$ cat src/rtl/pu_pio_pkg.sv
// Shared definitions for the PU programmed-I/O target path.
//   - pio_state_e : access sequencer states
//   - PIO_ERR_DATA : read data returned on any failed access
//   - PIO_SEL_LSB / PIO_SEL_W : target-select field in the PU memory map
package pu_pio_pkg;

    typedef enum logic [1:0] {
        StIdle,
        StWait,
        StResp,
        StHold
    } pio_state_e;

    localparam logic [31:0] PIO_ERR_DATA = 32'hDEAD_BEEF;

    // Targets are decoded on 4 KiB boundaries; 16 slots in the register window.
    localparam int unsigned PIO_SEL_LSB = 12;
    localparam int unsigned PIO_SEL_W   = 4;

endpackage

$ cat src/rtl/pio_timeout_cnt.sv
// Clearable saturating cycle counter for the target acknowledge timeout.
//   clk  : clock
//   rst  : synchronous active-high reset
//   clr  : restart the count at zero (wins over en)
//   en   : count this cycle
//   done : count has reached TIMEOUT-1
module pio_timeout_cnt #(
    parameter int unsigned TIMEOUT = 255
) (
    input  logic clk,
    input  logic rst,
    input  logic clr,
    input  logic en,
    output logic done
);

    localparam int unsigned CNT_W = $clog2(TIMEOUT + 1);

    logic [CNT_W-1:0] cnt_q;

    always_ff @(posedge clk) begin
        if (rst || clr) begin
            cnt_q <= '0;
        end else if (en && (cnt_q != '1)) begin
            // Holds at all-ones so a stalled sequencer can never see done again by wrapping.
            cnt_q <= cnt_q + 1'b1;
        end
    end

    assign done = (cnt_q == CNT_W'(TIMEOUT - 1));

endmodule

$ cat src/rtl/pio_target_mux.sv
// Programmed-I/O target multiplexer between the PU register bus and NUM_TGT targets.
// Decodes a select field of reg_addr, holds one target strobe until that target acks
// (or the timeout expires), then returns a registered response aligned to clk_div.
//   clk, rst            : clock, synchronous active-high reset
//   clk_div             : one-cycle enable marking the bus response slot
//   reg_bs/rd/wr/addr/din : bus request
//   tgt_ms/wr/addr/wdata  : latched target request, one-hot strobe
//   tgt_ack, tgt_rdata    : per-target acknowledge and read data (target i at [i*DATA_W +: DATA_W])
//   pio_ack/rvalid/rdata/err : registered bus response
module pio_target_mux
    import pu_pio_pkg::*;
#(
    parameter int unsigned        NUM_TGT  = 8,
    parameter int unsigned        ADDR_W   = 32,
    parameter int unsigned        DATA_W   = 32,
    parameter int unsigned        SEL_LSB  = PIO_SEL_LSB,
    parameter int unsigned        SEL_W    = PIO_SEL_W,
    parameter int unsigned        TIMEOUT  = 255,
    parameter logic [DATA_W-1:0]  ERR_DATA = DATA_W'(PIO_ERR_DATA)
) (
    input  logic                      clk,
    input  logic                      rst,
    input  logic                      clk_div,
    input  logic                      reg_bs,
    input  logic                      reg_rd,
    input  logic                      reg_wr,
    input  logic [ADDR_W-1:0]         reg_addr,
    input  logic [DATA_W-1:0]         reg_din,
    output logic [NUM_TGT-1:0]        tgt_ms,
    output logic                      tgt_wr,
    output logic [ADDR_W-1:0]         tgt_addr,
    output logic [DATA_W-1:0]         tgt_wdata,
    input  logic [NUM_TGT-1:0]        tgt_ack,
    input  logic [NUM_TGT*DATA_W-1:0] tgt_rdata,
    output logic                      pio_ack,
    output logic                      pio_rvalid,
    output logic [DATA_W-1:0]         pio_rdata,
    output logic                      pio_err
);

    localparam int unsigned IDX_W = (NUM_TGT > 1) ? $clog2(NUM_TGT) : 1;

    pio_state_e        state;
    logic [IDX_W-1:0]  idx_q;
    logic              is_rd_q;
    logic              err_q;
    logic [DATA_W-1:0] rdata_q;

    logic [SEL_W-1:0]  sel;
    logic              sel_ok;
    logic              req;
    logic              accept;
    logic              ack_hit;
    logic [DATA_W-1:0] sel_rdata;
    logic              to_done;

    assign sel    = reg_addr[SEL_LSB +: SEL_W];
    assign sel_ok = (32'(sel) < NUM_TGT);
    assign req    = reg_bs && (reg_rd || reg_wr);
    assign accept = (state == StIdle) && req;

    // Only the latched target's ack and data matter; other targets are ignored.
    assign ack_hit   = tgt_ack[idx_q];
    assign sel_rdata = tgt_rdata[idx_q * DATA_W +: DATA_W];

    pio_timeout_cnt #(
        .TIMEOUT (TIMEOUT)
    ) u_timeout_cnt (
        .clk  (clk),
        .rst  (rst),
        .clr  (accept),
        .en   (state == StWait),
        .done (to_done)
    );

    always_ff @(posedge clk) begin
        if (rst) begin
            state      <= StIdle;
            idx_q      <= '0;
            is_rd_q    <= 1'b0;
            err_q      <= 1'b0;
            rdata_q    <= '0;
            tgt_ms     <= '0;
            tgt_wr     <= 1'b0;
            tgt_addr   <= '0;
            tgt_wdata  <= '0;
            pio_ack    <= 1'b0;
            pio_rvalid <= 1'b0;
            pio_rdata  <= '0;
            pio_err    <= 1'b0;
        end else begin
            unique case (state)
                StIdle: begin
                    if (req) begin
                        idx_q     <= sel[IDX_W-1:0];
                        is_rd_q   <= reg_rd;
                        tgt_wr    <= reg_wr && !reg_rd;
                        tgt_addr  <= reg_addr;
                        tgt_wdata <= reg_din;
                        if ((reg_rd && reg_wr) || !sel_ok) begin
                            // Protocol or decode error: answer without touching any target.
                            err_q <= 1'b1;
                            state <= StResp;
                        end else begin
                            err_q  <= 1'b0;
                            tgt_ms <= NUM_TGT'(1) << sel[IDX_W-1:0];
                            state  <= StWait;
                        end
                    end
                end
                StWait: begin
                    // Ack is checked first so it wins over a coincident timeout.
                    if (ack_hit) begin
                        if (is_rd_q) begin
                            rdata_q <= sel_rdata;
                        end
                        err_q  <= 1'b0;
                        tgt_ms <= '0;
                        state  <= StResp;
                    end else if (to_done) begin
                        err_q   <= 1'b1;
                        rdata_q <= ERR_DATA;
                        tgt_ms  <= '0;
                        state   <= StResp;
                    end
                end
                StResp: begin
                    if (clk_div) begin
                        pio_ack    <= 1'b1;
                        pio_rvalid <= is_rd_q;
                        pio_err    <= err_q;
                        pio_rdata  <= (err_q && is_rd_q) ? ERR_DATA : rdata_q;
                        state      <= StHold;
                    end
                end
                StHold: begin
                    // pio_rdata deliberately keeps the last response.
                    if (clk_div) begin
                        pio_ack    <= 1'b0;
                        pio_rvalid <= 1'b0;
                        pio_err    <= 1'b0;
                        state      <= StIdle;
                    end
                end
                default: state <= StIdle;
            endcase
        end
    end

endmodule
$ cat config.mk
export PLATFORM = sky130hd
export DESIGN_NAME = pio_target_mux
export DESIGN_NICKNAME = d
export VERILOG_FILES = /design/src/rtl/pu_pio_pkg.sv /design/src/rtl/pio_timeout_cnt.sv /design/src/rtl/pio_target_mux.sv
export SDC_FILE = /design/constraint.sdc
export NUM_CORES = 1
export LEC_CHECK = 0
export BUFFER_PORTS_ARGS = -buffer_cell sky130_fd_sc_hd__buf_4
export CORE_AREA = 2 2 172 174
export CTS_BUF_LIST = sky130_fd_sc_hd__clkbuf_2
export DETAILED_ROUTE_END_ITERATION = 6
export DIE_AREA = 0 0 174 176
export GPL_TIMING_DRIVEN = 0
export PLACE_DENSITY = 0.54
export SYNTH_ARGS = -nofsm -noshare
export SYNTH_HDL_FRONTEND = slang
export SYNTH_HIERARCHICAL = 1
export SYNTH_SLANG_ARGS = --single-unit
$ cat constraint.sdc
create_clock -name clk -period 2.2 [get_ports clk]
set_input_delay 0.33 -clock clk [delete_from_list [all_inputs] [get_ports clk]]
set_output_delay 0.33 -clock clk [all_outputs]
set_load 0.01 [all_outputs]
After elaboration in Yosys (flattened, before gate mapping)
Index checks and enable logic that the tools add are counted.
{ "word_totals": {"reg_bits": 155, "latch_bits": 0, "ramBits": 0, "rom_bits": 0, "inputBits": 334, "out_inout_bits": 108, "wordCells": 82, "n_memories": 0} }
{ "op_classes": {"addsub": 1, "n_mul": 0, "n_div": 0, "n_lt_le_gt_ge": 2, "n_eq_ne": 11, "shift": 2, "mux": 30, "bitwise": 0, "n_reduce_logical": 22} }
{ "ops": {"columns": ["op", "count"], "rows": [
  ["$shiftx 256x9->32", 1],
  ["$mux 32", 4],
  ["$mux 8", 4],
  ["$pmux 8 s2", 1],
  ["$mux 2", 6],
  ["$ne 2x2->1 const B", 5],
  ["$mux 1", 9],
  ["$reduce_and 3->1", 3],
  ["$add 8x1->8 const B", 1],
  ["$eq 8x8->1 const B", 1],
  ["$ne 8x8->1 const B", 1],
  ["$pmux 1 s2", 4],
  ["$pmux 2 s4", 1],
  ["$reduce_and 4->1", 2],
  ["$shl 1x3->8 const A", 1],
  ["$logic_and 1x1->1", 6],
  ["$reduce_bool 2->1", 3],
  ["$eq 2x2->1 const B", 2],
  ["$lt 3x4->1 const B", 1],
  ["$lt 4x4->1 const B", 1],
  ["$reduce_and 2->1", 2],
  ["$bmux 1 s3", 1],
  ["$logic_or 1x1->1", 3],
  ["$ne 3x3->1 const B", 1],
  ["3 further kinds", 4]
]} }

Depth between registers and ports, before layout
Gate-level depths: netlist (run 1).
{ "logic_depth": {"word_depth": 6, "depth_mapped": 9, "depth_no_buf": 8} }

Modules after synthesis
The synthesis (run 1) kept the hierarchy.
{ "modules_own_cells": {"columns": ["module", "instances", "cells_per_inst", "area_each_um2", "seq_area_each_um2"], "rows": [
  ["pio_target_mux", 1, 750, 7472.2, 2882.8],
  ["pio_timeout_cnt", 1, 50, 449.2, 160.2]
]} }

Worst setup path before layout (run 1)
OpenSTA, ideal clock, no wires.
{ "synth_path": {"kind": "register -> register", "start": "reg tgt_addr[12] (netlist name)", "end": "reg err_q", "setup_ns": 0.121, "arrival_time_ns": 1.779, "required_ns": 2.079, "setup_slack_ns": 0.300, "path_stages_with_launch": 7, "path_buffers": 1, "period_less_slack_ns": 1.900, "path_cell_list": "dfxtp_1 -> buf_6 -> mux2_2 -> a2bb2oi_2 -> a211o_1 -> o211ai_1 -> mux2_2"} }
{ "synth_lines": {"columns": ["item", "line_no", "text"], "rows": [
  ["end signal: assignment", "pio_target_mux.sv:81", "err_q <= 1'b0;"],
  ["end signal: assignment", "pio_target_mux.sv:102", "err_q <= 1'b1;"],
  ["end signal: assignment", "pio_target_mux.sv:105", "err_q <= 1'b0;"],
  ["end: declaration", "pio_target_mux.sv:46", "logic err_q;"]
]} }

==> results of run 1 <==
## layer usage
metal  wire length [um]  global-route usage
met5                  0                   0
met4                981              0.0896
met3               1960              0.0463
met2              17200               0.385
met1              13100               0.240
## cell families after synthesis
| kind of cell | share of synthesized area |
|---|---|
| buf+inv | 0.0442 |
| compound gates | 0.136 |
| flops | 0.384 |
| fa+ha+maj | 0.0111 |
| xor+xnor | 0.00111 |
| mux | 0.244 |
| simple gates | 0.180 |
## worst max-delay path, delay by kind of cell, from the launching register on
family | cells | cell delay [ns]
flip-flops | 1 | 0.42
multiplexers | 2 | 0.79
buffers and inverters | 3 | 0.62
AO/OA/AOI/OAI | 1 | 0.10
## power by group through the flow
stage / sequential [mW] / combinational, mW / clock (mW)
floorplan: 3.35 / 1.47 / 0
global placement: 3.26 / 2.90 / 0
detailed placement: 3.27 / 2.92 / 0
CTS: 3.21 / 3.04 / 1.71
global route: 3.25 / 3.30 / 1.80
finish: 3.21 / 3.02 / 1.63
## path summary, 6_finish.rpt
check	start	end
hold / removal	reg_bs	state[0]
setup / recovery	tgt_addr[12]	rdata_q[28]
hold reg to reg	tgt_wdata[11]	tgt_wdata[11]
setup reg to reg	tgt_addr[12]	rdata_q[28]
## sequential cells by signal (all words and copies together) (netlist names), 2 cells and up
register,cells
u_timeout_cnt/cnt_q,8
tgt_ms,8
pio_rdata,32
tgt_addr,32
rdata_q,32
tgt_wdata,32
state,2
## through the flow
step / power [mW] / utilization / cells / setup TNS, ns
3_5_place_dp: 6.18 / 0.410 / 1625 / -3.84
4_1_cts: 7.96 / 0.443 / 1725 / 0
2_1_floorplan: 4.82 / - / 800 / 0
6_report: 7.86 / 0.446 / 1734 / 0
3_3_place_gp: 6.16 / 0.410 / 1625 / -3.57
5_1_grt: 8.35 / 0.445 / 1731 / -0.0266
## area by class of cell
cell class                      count  area [um^2]
Clock inverter                     13          145
Multi-Input combinational cell    576         4550
Fill cell                        2857        15800
Inverter                            8         30.0
Buffer                             63          365
Sequential cell                   152         3040
Timing Repair Buffer              509         3990
Clock buffer                       19         95.1
Tap cell                          384          480
Antenna cell                       10         25.0
## cells in the mapped netlist (2+ instances only)
| master | n |
|---|---|
| or3_1 | 3 |
| buf_6 | 5 |
| mux4_2 | 64 |
| a31oi_1 | 2 |
| buf_4 | 9 |
| nand3_1 | 8 |
| clkbuf_1 | 33 |
| a211oi_1 | 12 |
| mux2_2 | 2 |
| or2_2 | 2 |
| nor2_1 | 67 |
| a22oi_1 | 10 |
| nor2b_1 | 4 |
| dfxtp_1 | 152 |
| buf_2 | 7 |
| nor3_1 | 31 |
| mux2i_1 | 45 |
| a211oi_2 | 26 |
| nor3_2 | 20 |
| nand2_1 | 151 |
| buf_1 | 10 |
| nand2b_1 | 9 |
| a21oi_1 | 79 |
| inv_1 | 8 |
| o21ai_0 | 10 |
| ha_1 | 7 |
## what timing repair did
action | CTS | global route
endpoints found under the setup margin | 69 | 108
resized for setup | 12 | 27
hold endpoints to repair | 86 | 0
hold buffers | 68 | 0
==> summary.md, run 1 <==
| Metric | Value |
|---|---|
| Hold Path Stages | `5` |
| Setup crit end kind | `register` |
| DP HPWL | `26,600 um` |
| Hold WS | `0.130 ns` |
| Post-route ant nets | `0` |
| Clock power frac | `0.208` |
| CP max stage delay | `0.54 ns` |
| Slew Limit Fails | `0` |
| Total Die Area | `30,600 um^2` |
| Final worst path period share | `0.943` |
| Syn-to-layout area delta | `60.6%` |
| Worst Hold Class | `input port to register` |
| Syn_nets | `1,141` |
| CP most frequent cell | `buf_6` |
| Max_cap viols | `0` |
| Yosys warns | `6` |
| Post-CTS Setup Bufs | `0` |
| Peak VDD IR | `0.267 mV` |
| P_int | `5.12 mW` |
| Vias | `8,150` |
| Worst skew pair latency | `0.74 ns` |
| Initial core utilization | `0.277` |
| Critical Path, Cell by Cell | `buf_6 -> buf_4 -> buf_6 -> mux4_2 -> mux2i_1 -> a211oi_2` |
| Root Driver | `clkbuf_2` |
| DR pass1 iterations | `5` |
| Commonest non-fill, non-tap cell in the layout | `buf_4` |
| Status | `completed` |
| Pwr dens | `618 nW/um^2` |
| Fmax | `482 MHz` |
| Seq pwr share | `0.408` |
| Slew @ Worst Pin | `0.911 ns` |
| Nature of the critical path startpoint | `register` |
| Fin crit period | `2.08 ns` |
| Top-area cell type share of the netlist area | `0.384` |
| WS Path Type | `register to register` |
| H-tree Lvls | `4` |
| # IOs | `442` |
| Fin worst setup slack | `0.125 ns` |
| EDFF count, synth | `0` |
| Hold Vio Cnt, Final | `0` |
| Routed WL | `33,300 um` |
| Synth async-reset ratio | `0` |
| Floorplan core area | `28,500 um^2` |
| Skew final | `0.0509 ns` |
| Layout net count | `1,668` |
| Die H | `176 um` |
| Placed cell areas | `11,700 um^2` |
| Leakage | `5.33 nW` |
| Endpoints failing setup | `0` |
| R2R setup slack | `0.12 ns` |
| Number of synthesized register bits | `152` |
| DR DRC count | `0` |
| Global-route congestion overflow total | `0` |
| Routability cong. | `0.880` |
| Slew headroom | `0.393` |
| Vias in the first global route | `8,516` |
| Die W | `174 um` |
| # clock sinks | `152` |
| Post-Syn Instances | `800` |
| Iteration-0 DRC count of the detailed router | `303` |
| Bufs on Longest Clock Path | `2` |
| Post-synth cell types | `50` |
| Tot GR Track Use | `0.212` |
| Net Sw Frac | `0.349` |
| Dominant synthesized flop cell | `dfxtp_1` |
| Share of layout cells above drive strength 1 | `0.475` |
| Post-synthesis sequential area ratio | `0.384` |
| Critical Path AT | `2.67 ns` |
| Logic gate share of total power | `0.384` |
| Critical Path Fanout Max | `10` |
| Vias/cell | `4.70` |
| Fin area | `12,700 um^2` |
| First-pass GRT wire length | `49,300 um` |
| CTS buffer count | `17` |
| Path depth of the worst reg2reg path | `6` |
| Rows | `62` |
| RSZ-0062 raised after global routing | `yes` |
| Setup WS pre-CTS | `-0.192 ns` |
| Mapped Area | `7920 um^2` |
| Worst EP required | `2.79 ns` |
| Top post-synthesis cells by area | `dfxtp_1, mux4_2, nand2_1` |
| P_sw | `2.75 mW` |
| Slowest-stage cell, CP | `mux4_2` |
| Most frequent cells in the layout | `buf_4, dfxtp_1, nand2_1, a21oi_1, dlygate4sd3_1` |
| Clock-pin slew of the registers on the worst-case setup and hold paths | `0.23 ns` |
| Largest net degree at the start of global routing | `17` |
| Avg Synthesized Cell Area | `9.90 um^2` |
| Initial antenna violation count | `8` |
| CTS tree | `done` |
| PortBufs | `441` |
| Area leader, netlist | `dfxtp_1` |
| WL/cell | `19.2 um` |
Note: power is estimated with default switching activity, not from simulation.
==> run 2: changes to the inputs <==
- GPL_TIMING_DRIVEN: 0 -> not set
==> summary.md, run 2 (synthesis results as in run 1) <==
| Metric | Value |
|---|---|
| Share of layout cells above drive strength 1 | `0.481 (was 0.475)` |
| Die H | `176 um (unchanged)` |
| Pwr dens | `621 nW/um^2 (was 618 nW/um^2)` |
| Vias | `8,085 (was 8,150)` |
| Slew headroom | `0.435 (was 0.393)` |
| Floorplan core area | `28,500 um^2 (unchanged)` |
| Worst Hold Class | `input port to register (unchanged)` |
| First-pass GRT wire length | `47,200 um (was 49,300 um)` |
| DP HPWL | `23,900 um (was 26,600 um)` |
| Routability cong. | `0.904 (was 0.880)` |
| Initial core utilization | `0.277 (unchanged)` |
| Clock-pin slew of the registers on the worst-case setup and hold paths | `0.25 ns (was 0.23 ns)` |
| Hold Vio Cnt, Final | `0 (unchanged)` |
| Status | `completed (unchanged)` |
| Post-route ant nets | `0 (unchanged)` |
| Layout net count | `1,641 (was 1,668)` |
| Initial antenna violation count | `6 (was 8)` |
| CTS tree | `done (unchanged)` |
| # clock sinks | `152 (unchanged)` |
| Total Die Area | `30,600 um^2 (unchanged)` |
| Worst skew pair latency | `0.70 ns (was 0.74 ns)` |
| Slew Limit Fails | `0 (unchanged)` |
| Rows | `62 (unchanged)` |
| Global-route congestion overflow total | `0 (unchanged)` |
| Post-CTS Setup Bufs | `0 (unchanged)` |
| Nature of the critical path startpoint | `input port (was register)` |
| WL/cell | `18.5 um (was 19.2 um)` |
| Fin crit period | `2.12 ns (was 2.08 ns)` |
| Most frequent cells in the layout | `buf_4, nand2_1, dfxtp_1, a21oi_1, dlygate4sd3_1 (was buf_4, dfxtp_1, nand2_1, a21oi_1, dlygate4sd3_1)` |
| Fin cells | `1,703 (was 1,734)` |
| Fmax | `472 MHz (was 482 MHz)` |
| Die W | `174 um (unchanged)` |
| Peak VDD IR | `0.328 mV (was 0.267 mV)` |
| H-tree Lvls | `4 (unchanged)` |
| Largest net degree at the start of global routing | `66 (was 17)` |
| DR pass1 iterations | `5 (unchanged)` |
| Final worst path period share | `0.962 (was 0.943)` |
| Max_cap viols | `0 (unchanged)` |
| Endpoints failing setup | `0 (unchanged)` |
| Leakage | `5.35 nW (was 5.33 nW)` |
| Critical Path AT | `2.76 ns (was 2.67 ns)` |
| Root Driver | `clkbuf_2 (unchanged)` |
| Iteration-0 DRC count of the detailed router | `381 (was 303)` |
| Commonest non-fill, non-tap cell in the layout | `buf_4 (unchanged)` |
| Critical Path Fanout Max | `65 (was 10)` |
| Syn-to-layout area delta | `61.2% (was 60.6%)` |
| Tot GR Track Use | `0.200 (was 0.212)` |
| Slew @ Worst Pin | `0.848 ns (was 0.911 ns)` |
| Skew final | `0.0533 ns (was 0.0509 ns)` |
| PortBufs | `441 (unchanged)` |
| # IOs | `442 (unchanged)` |
| Vias/cell | `4.75 (was 4.70)` |
| Bufs on Longest Clock Path | `2 (unchanged)` |
| Setup crit end kind | `register (unchanged)` |
| Setup TNS | `0 ns (unchanged)` |
| Vias in the first global route | `8,310 (was 8,516)` |
| CTS buffer count | `17 (unchanged)` |
| Placed Cells | `1,591 (was 1,625)` |
| Routed WL | `31,500 um (was 33,300 um)` |
| DR DRC count | `0 (unchanged)` |
| WS Path Type | `input port to register (was register to register)` |
| Worst EP required | `2.84 ns (was 2.79 ns)` |
## run 2: worst paths after layout
kind	start	to	slack [ns]	cells after the start
max	reg_rd	tgt_addr[13]	0.08	8
min	tgt_rdata[114]	rdata_q[18]	0.21	4
max reg2reg	state[1]	is_rd_q	0.12	9
min reg2reg	tgt_wdata[6]	tgt_wdata[6]	0.47	2
## run 2: stage by stage
step / hold WS, ns / setup WS [ns] / cell area, um^2 / power [mW] / util
2_1_floorplan: 0.429 / 0.300 / 7920 / 4.82 / -
3_3_place_gp: 0.442 / 0.306 / 11800 / 6.22 / 0.412
3_5_place_dp: 0.447 / 0.289 / 11800 / 6.24 / 0.412
4_1_cts: 0.123 / 0.0294 / 12700 / 8.03 / 0.446
5_1_grt: 0.111 / -0.00358 / 12800 / 8.46 / 0.447
6_report: 0.210 / 0.0830 / 12800 / 7.93 / 0.447
## run 2: cell type report
| cell class | count | area, um^2 |
|---|---|---|
| Antenna cell | 6 | 15.0 |
| Clock buffer | 19 | 95.1 |
| Clock inverter | 13 | 144 |
| Fill cell | 2754 | 15800 |
| Inverter | 8 | 35.0 |
| Multi-Input combinational cell | 576 | 4540 |
| Sequential cell | 152 | 3050 |
| Tap cell | 384 | 480 |
| Timing Repair Buffer | 545 | 4410 |
## run 2: layer usage
layer	wire length, um	GRT usage	part of all wire	vias up
met5	0	0	0	-
met4	651	0.0634	0.021	0
met3	1990	0.0418	0.063	31
met2	16600	0.366	0.53	312
met1	12300	0.234	0.39	3838
li1	-	-	-	3904
## run 2: repair_timing
| item | in CTS | in global routing |
|---|---|---|
| endpoints found under the hold margin | 78 | 0 |
| hold buffers | 73 | 0 |
| gates resized for setup | 0 | 3 |
| setup endpoints to repair | 0 | 4 |
## run 2: where the power goes
group          internal, mW  switching [mW]
clock                 0.545            1.08
combinational          1.63            1.45
sequential             3.04           0.187
total                  5.21            2.72
## run 2: worst max-delay path, stage by stage
cell           delay, ns
dlygate4sd3_1       0.55
buf_4               0.16
o21ai_0             0.33
or2_2               0.26
buf_12              0.29
nand2_1             0.10
a21oi_1             0.15
dlygate4sd3_1       0.55
==> run 3: changes to the inputs <==
- ABC_AREA: not set -> 1
- CORE_AREA: 2 2 172 174 -> 2 2 171 173
- DIE_AREA: 0 0 174 176 -> 0 0 173 175
- PLACE_DENSITY: 0.54 -> 0.56
==> summary.md, run 3 <==
| Metric | Value |
|---|---|
| Initial core utilization | `0.295 (was 0.277)` |
| Critical Path Fanout Max | `62 (was 65)` |
| Hold Path Stages | `6 (was 4)` |
| Layout net count | `2,083 (was 1,641)` |
| Setup crit end kind | `register (unchanged)` |
| Skew final | `0.0203 ns (was 0.0533 ns)` |
| Routed WL | `37,100 um (was 31,500 um)` |
| Post-synth cell types | `38 (was 50)` |
| Pwr dens | `850 nW/um^2 (was 621 nW/um^2)` |
| Number of synthesized register bits | `152 (unchanged)` |
| Synth async-reset ratio | `0 (unchanged)` |
| CTS buffer count | `17 (unchanged)` |
| Post-Syn Instances | `1,282 (was 800)` |
| Worst Hold Class | `input port to register (unchanged)` |
| # IOs | `442 (unchanged)` |
| DR DRC count | `0 (unchanged)` |
| Synth Area in Compound Gates | `0.228 (was 0.136)` |
| Slowest-stage cell, CP | `buf_4 (was dlygate4sd3_1)` |
| Post-synth top cells | `nor2_1, nand2_1, o21ai_0 (was dfxtp_1, nand2_1, a21oi_1)` |
| WS Path Type | `register to register (was input port to register)` |
| Critical Path AT | `2.57 ns (was 2.76 ns)` |
| Commonest non-fill, non-tap cell in the layout | `buf_4 (unchanged)` |
| Mapped Area | `8370 um^2 (was 7920 um^2)` |
| Max_cap viols | `0 (unchanged)` |
| Fmax | `516 MHz (was 472 MHz)` |
| Syn-to-layout area delta | `53.6% (was 61.2%)` |
| Nature of the critical path startpoint | `register (was input port)` |
| Synth Area in Simple Gates | `0.301 (was 0.180)` |
| CP most frequent cell | `inv_1 (was dlygate4sd3_1)` |
| Global-route congestion overflow total | `0 (unchanged)` |
| Final worst path period share | `0.880 (was 0.962)` |
| Worst Min Path Start | `reg_wr (was tgt_rdata[114])` |
| Critical Path, Cell by Cell | `inv_1 -> ha_1 -> inv_1 -> nor2_4 -> buf_4 -> o21ai_0 -> nor2_1 (was dlygate4sd3_1 -> buf_4 -> o21ai_0 -> or2_2 -> buf_12 -> nand2_1 -> a21oi_1 -> dlygate4sd3_1)` |
| RSZ-0062 raised after global routing | `no` |
| Setup TNS | `0 ns (unchanged)` |
| Reg-to-reg endpoint | `tgt_wdata[2] (was is_rd_q)` |
| First-pass GRT wire length | `57,100 um (was 47,200 um)` |
| Final Power | `10.9 mW (was 7.93 mW)` |
| # clock sinks | `152 (unchanged)` |
| Dominant synthesized flop cell | `dfxtp_1 (unchanged)` |
| Worst EP required | `2.83 ns (was 2.84 ns)` |
| Post-Synth Adder-Cell Area | `0.0105 (was 0.0111)` |
| Fin crit period | `1.94 ns (was 2.12 ns)` |
| Fin area | `12,900 um^2 (was 12,800 um^2)` |
| DP HPWL | `28,100 um (was 23,900 um)` |
| Worst skew pair latency | `0.68 ns (was 0.70 ns)` |
| Hold Vio Cnt, Final | `0 (unchanged)` |
| Total Die Area | `30,300 um^2 (was 30,600 um^2)` |
| Slew @ Worst Pin | `0.570 ns (was 0.848 ns)` |
| Floorplan core area | `28,400 um^2 (was 28,500 um^2)` |
| Most common cell in the netlist | `nor2_1 (was dfxtp_1)` |
| Leakage | `6.09 nW (was 5.35 nW)` |
| Final Util | `0.453 (was 0.447)` |
| WL/cell | `17.3 um (was 18.5 um)` |
| CTS resizes | `0 (unchanged)` |
| Slew headroom | `0.620 (was 0.435)` |
| Post-synthesis mux area share | `0 (was 0.244)` |
| Worst Hold Path EP | `state[0] (was rdata_q[18])` |
| R2r startpoint | `state[0] (was state[1])` |
| Routability cong. | `0.929 (was 0.904)` |
| Placed Cells | `2,040 (was 1,591)` |
| Xor/xnor share of the synthesized area | `0.00209 (was 0.00111)` |
| Clock-pin slew of the registers on the worst-case setup and hold paths | `0.21 ns (was 0.25 ns)` |
| Yosys warns | `6 (unchanged)` |
| Vias/cell | `4.75 (about the same)` |
| Die H | `175 um (was 176 um)` |
| Die W | `173 um (was 174 um)` |
| Post-synthesis sequential area ratio | `0.364 (was 0.384)` |
| Fin cells | `2,139 (was 1,703)` |
| Endpoints failing setup | `0 (unchanged)` |
| Tot GR Track Use | `0.238 (was 0.200)` |
| Bufs on Longest Clock Path | `2 (unchanged)` |
| Slew Limit Fails | `0 (unchanged)` |
| CP max stage delay | `0.53 ns (was 0.55 ns)` |
| Syn_nets | `1,623 (was 1,141)` |
| Post-route ant nets | `0 (unchanged)` |
| Main combinational cell family by area after synthesis | `simple AND/OR/NAND/NOR gates (was multiplexers)` |
| Most frequent cells in the layout | `buf_4, nor2_1, nand2_1, o21ai_0, dfxtp_1 (was buf_4, nand2_1, dfxtp_1, a21oi_1, dlygate4sd3_1)` |
| EDFF count, synth | `0 (unchanged)` |
| Root Driver | `clkbuf_2 (unchanged)` |
| Area leader, netlist | `dfxtp_1 (unchanged)` |
| Initial antenna violation count | `3 (was 6)` |
| CTS tree | `done (unchanged)` |
| Top-area cell type share of the netlist area | `0.364 (was 0.384)` |
| Peak VDD IR | `0.518 mV (was 0.328 mV)` |
| Vias | `10,200 (was 8,085)` |
| Share of layout cells above drive strength 1 | `0.321 (was 0.481)` |
| Rows | `62 (unchanged)` |
| Iteration-0 DRC count of the detailed router | `603 (was 381)` |
| Top post-synthesis cells by area | `dfxtp_1, nor2_1, o21ai_0 (was dfxtp_1, mux4_2, nand2_1)` |
| H-tree Lvls | `4 (unchanged)` |
| Placed cell areas | `12,000 um^2 (was 11,800 um^2)` |
| DR pass1 iterations | `5 (unchanged)` |
| Avg Synthesized Cell Area | `6.53 um^2 (was 9.90 um^2)` |
| Status | `completed (unchanged)` |
| Vias in the first global route | `10,200 (was 8,310)` |
| Path depth of the worst reg2reg path | `7 (was 9)` |
| Largest net degree at the start of global routing | `91 (was 66)` |
| PortBufs | `441 (unchanged)` |
| R2R setup slack | `0.26 ns (was 0.12 ns)` |
==> run 3: changes by cell type after synthesis, sizes merged, moves of 16 or more <==
cell,delta
o21ai,+233
nor2,+216
nand2,+85
nand3,+71
inv,+65
mux4,-64
nor3,-50
mux2i,-45
a211oi,-38
a21oi,-29
o22ai,+23
a31oi,+22
buf,+16
==> run 3: area by class of cell <==
class	instances	area, um^2
Tap cell	384	480
Clock buffer	19	95.1
Timing Repair Buffer	534	4260
Fill cell	3002	15500
Clock inverter	11	133
Sequential cell	152	3050
Antenna cell	2	5.00
Inverter	74	287
Multi-Input combinational cell	963	4540
==> run 3: cells by family after synthesis <==
kind of cell / count (synthesis)
fa+ha+maj: 7
simple gates: 610
compound gates: 344
flops: 152
buf+inv: 167
xor+xnor: 2
==> run 3: routing by layer <==
layer | share of wire | global-route usage
met5 | 0.00046 | 0
met4 | 0.023 | 0.0650
met3 | 0.062 | 0.0648
met2 | 0.52 | 0.437
met1 | 0.40 | 0.271
==> run 3: worst max path at each step <==
| stage | from | to | slack (ns) |
|---|---|---|---|
| final | state[0] | tgt_wdata[2] | 0.26 |
| after global routing | state[0] | tgt_addr[31] | 0.05 |
| after CTS | state[0] | tgt_addr[19] | 0.28 |
| after detailed placement | reg_rd | tgt_wdata[28] | 0.32 |
| after global placement | tgt_addr[13] | rdata_q[31] | 0.38 |
| after floorplan | state[0] | u_timeout_cnt/cnt_q[6] | 0.52 |
==> run 3: worst max-delay path, delay by kind of cell, from the launching register on <==
family / cells / cell delay (ns)
adder cells (fa/ha/maj): 1 / 0.22
buffers and inverters: 3 / 0.75
AO/OA/AOI/OAI: 1 / 0.16
AND/OR/NAND/NOR: 2 / 0.37
flip-flops: 1 / 0.38
==> run 3: timing repair <==
action,in CTS,in global routing
hold buffers,67,0
buffers inserted,0,0
hold endpoints to repair,82,0
==> run 3: metrics by stage <==
stage	hold WS, ns	setup WS (ns)
after floorplan	0.399	0.522
after global placement	0.450	0.379
after detailed placement	0.452	0.319
after CTS	0.0823	0.281
after global routing	0.0873	0.0492
final	0.150	0.263
==> run 3: where the power goes <==
part / leakage (nW) / internal, mW / switching, mW
clock network: 0.142 / 0.615 / 0.982
logic: 4.70 / 2.26 / 3.31
registers: 1.25 / 3.40 / 0.354
total: 6.09 / 6.27 / 4.65
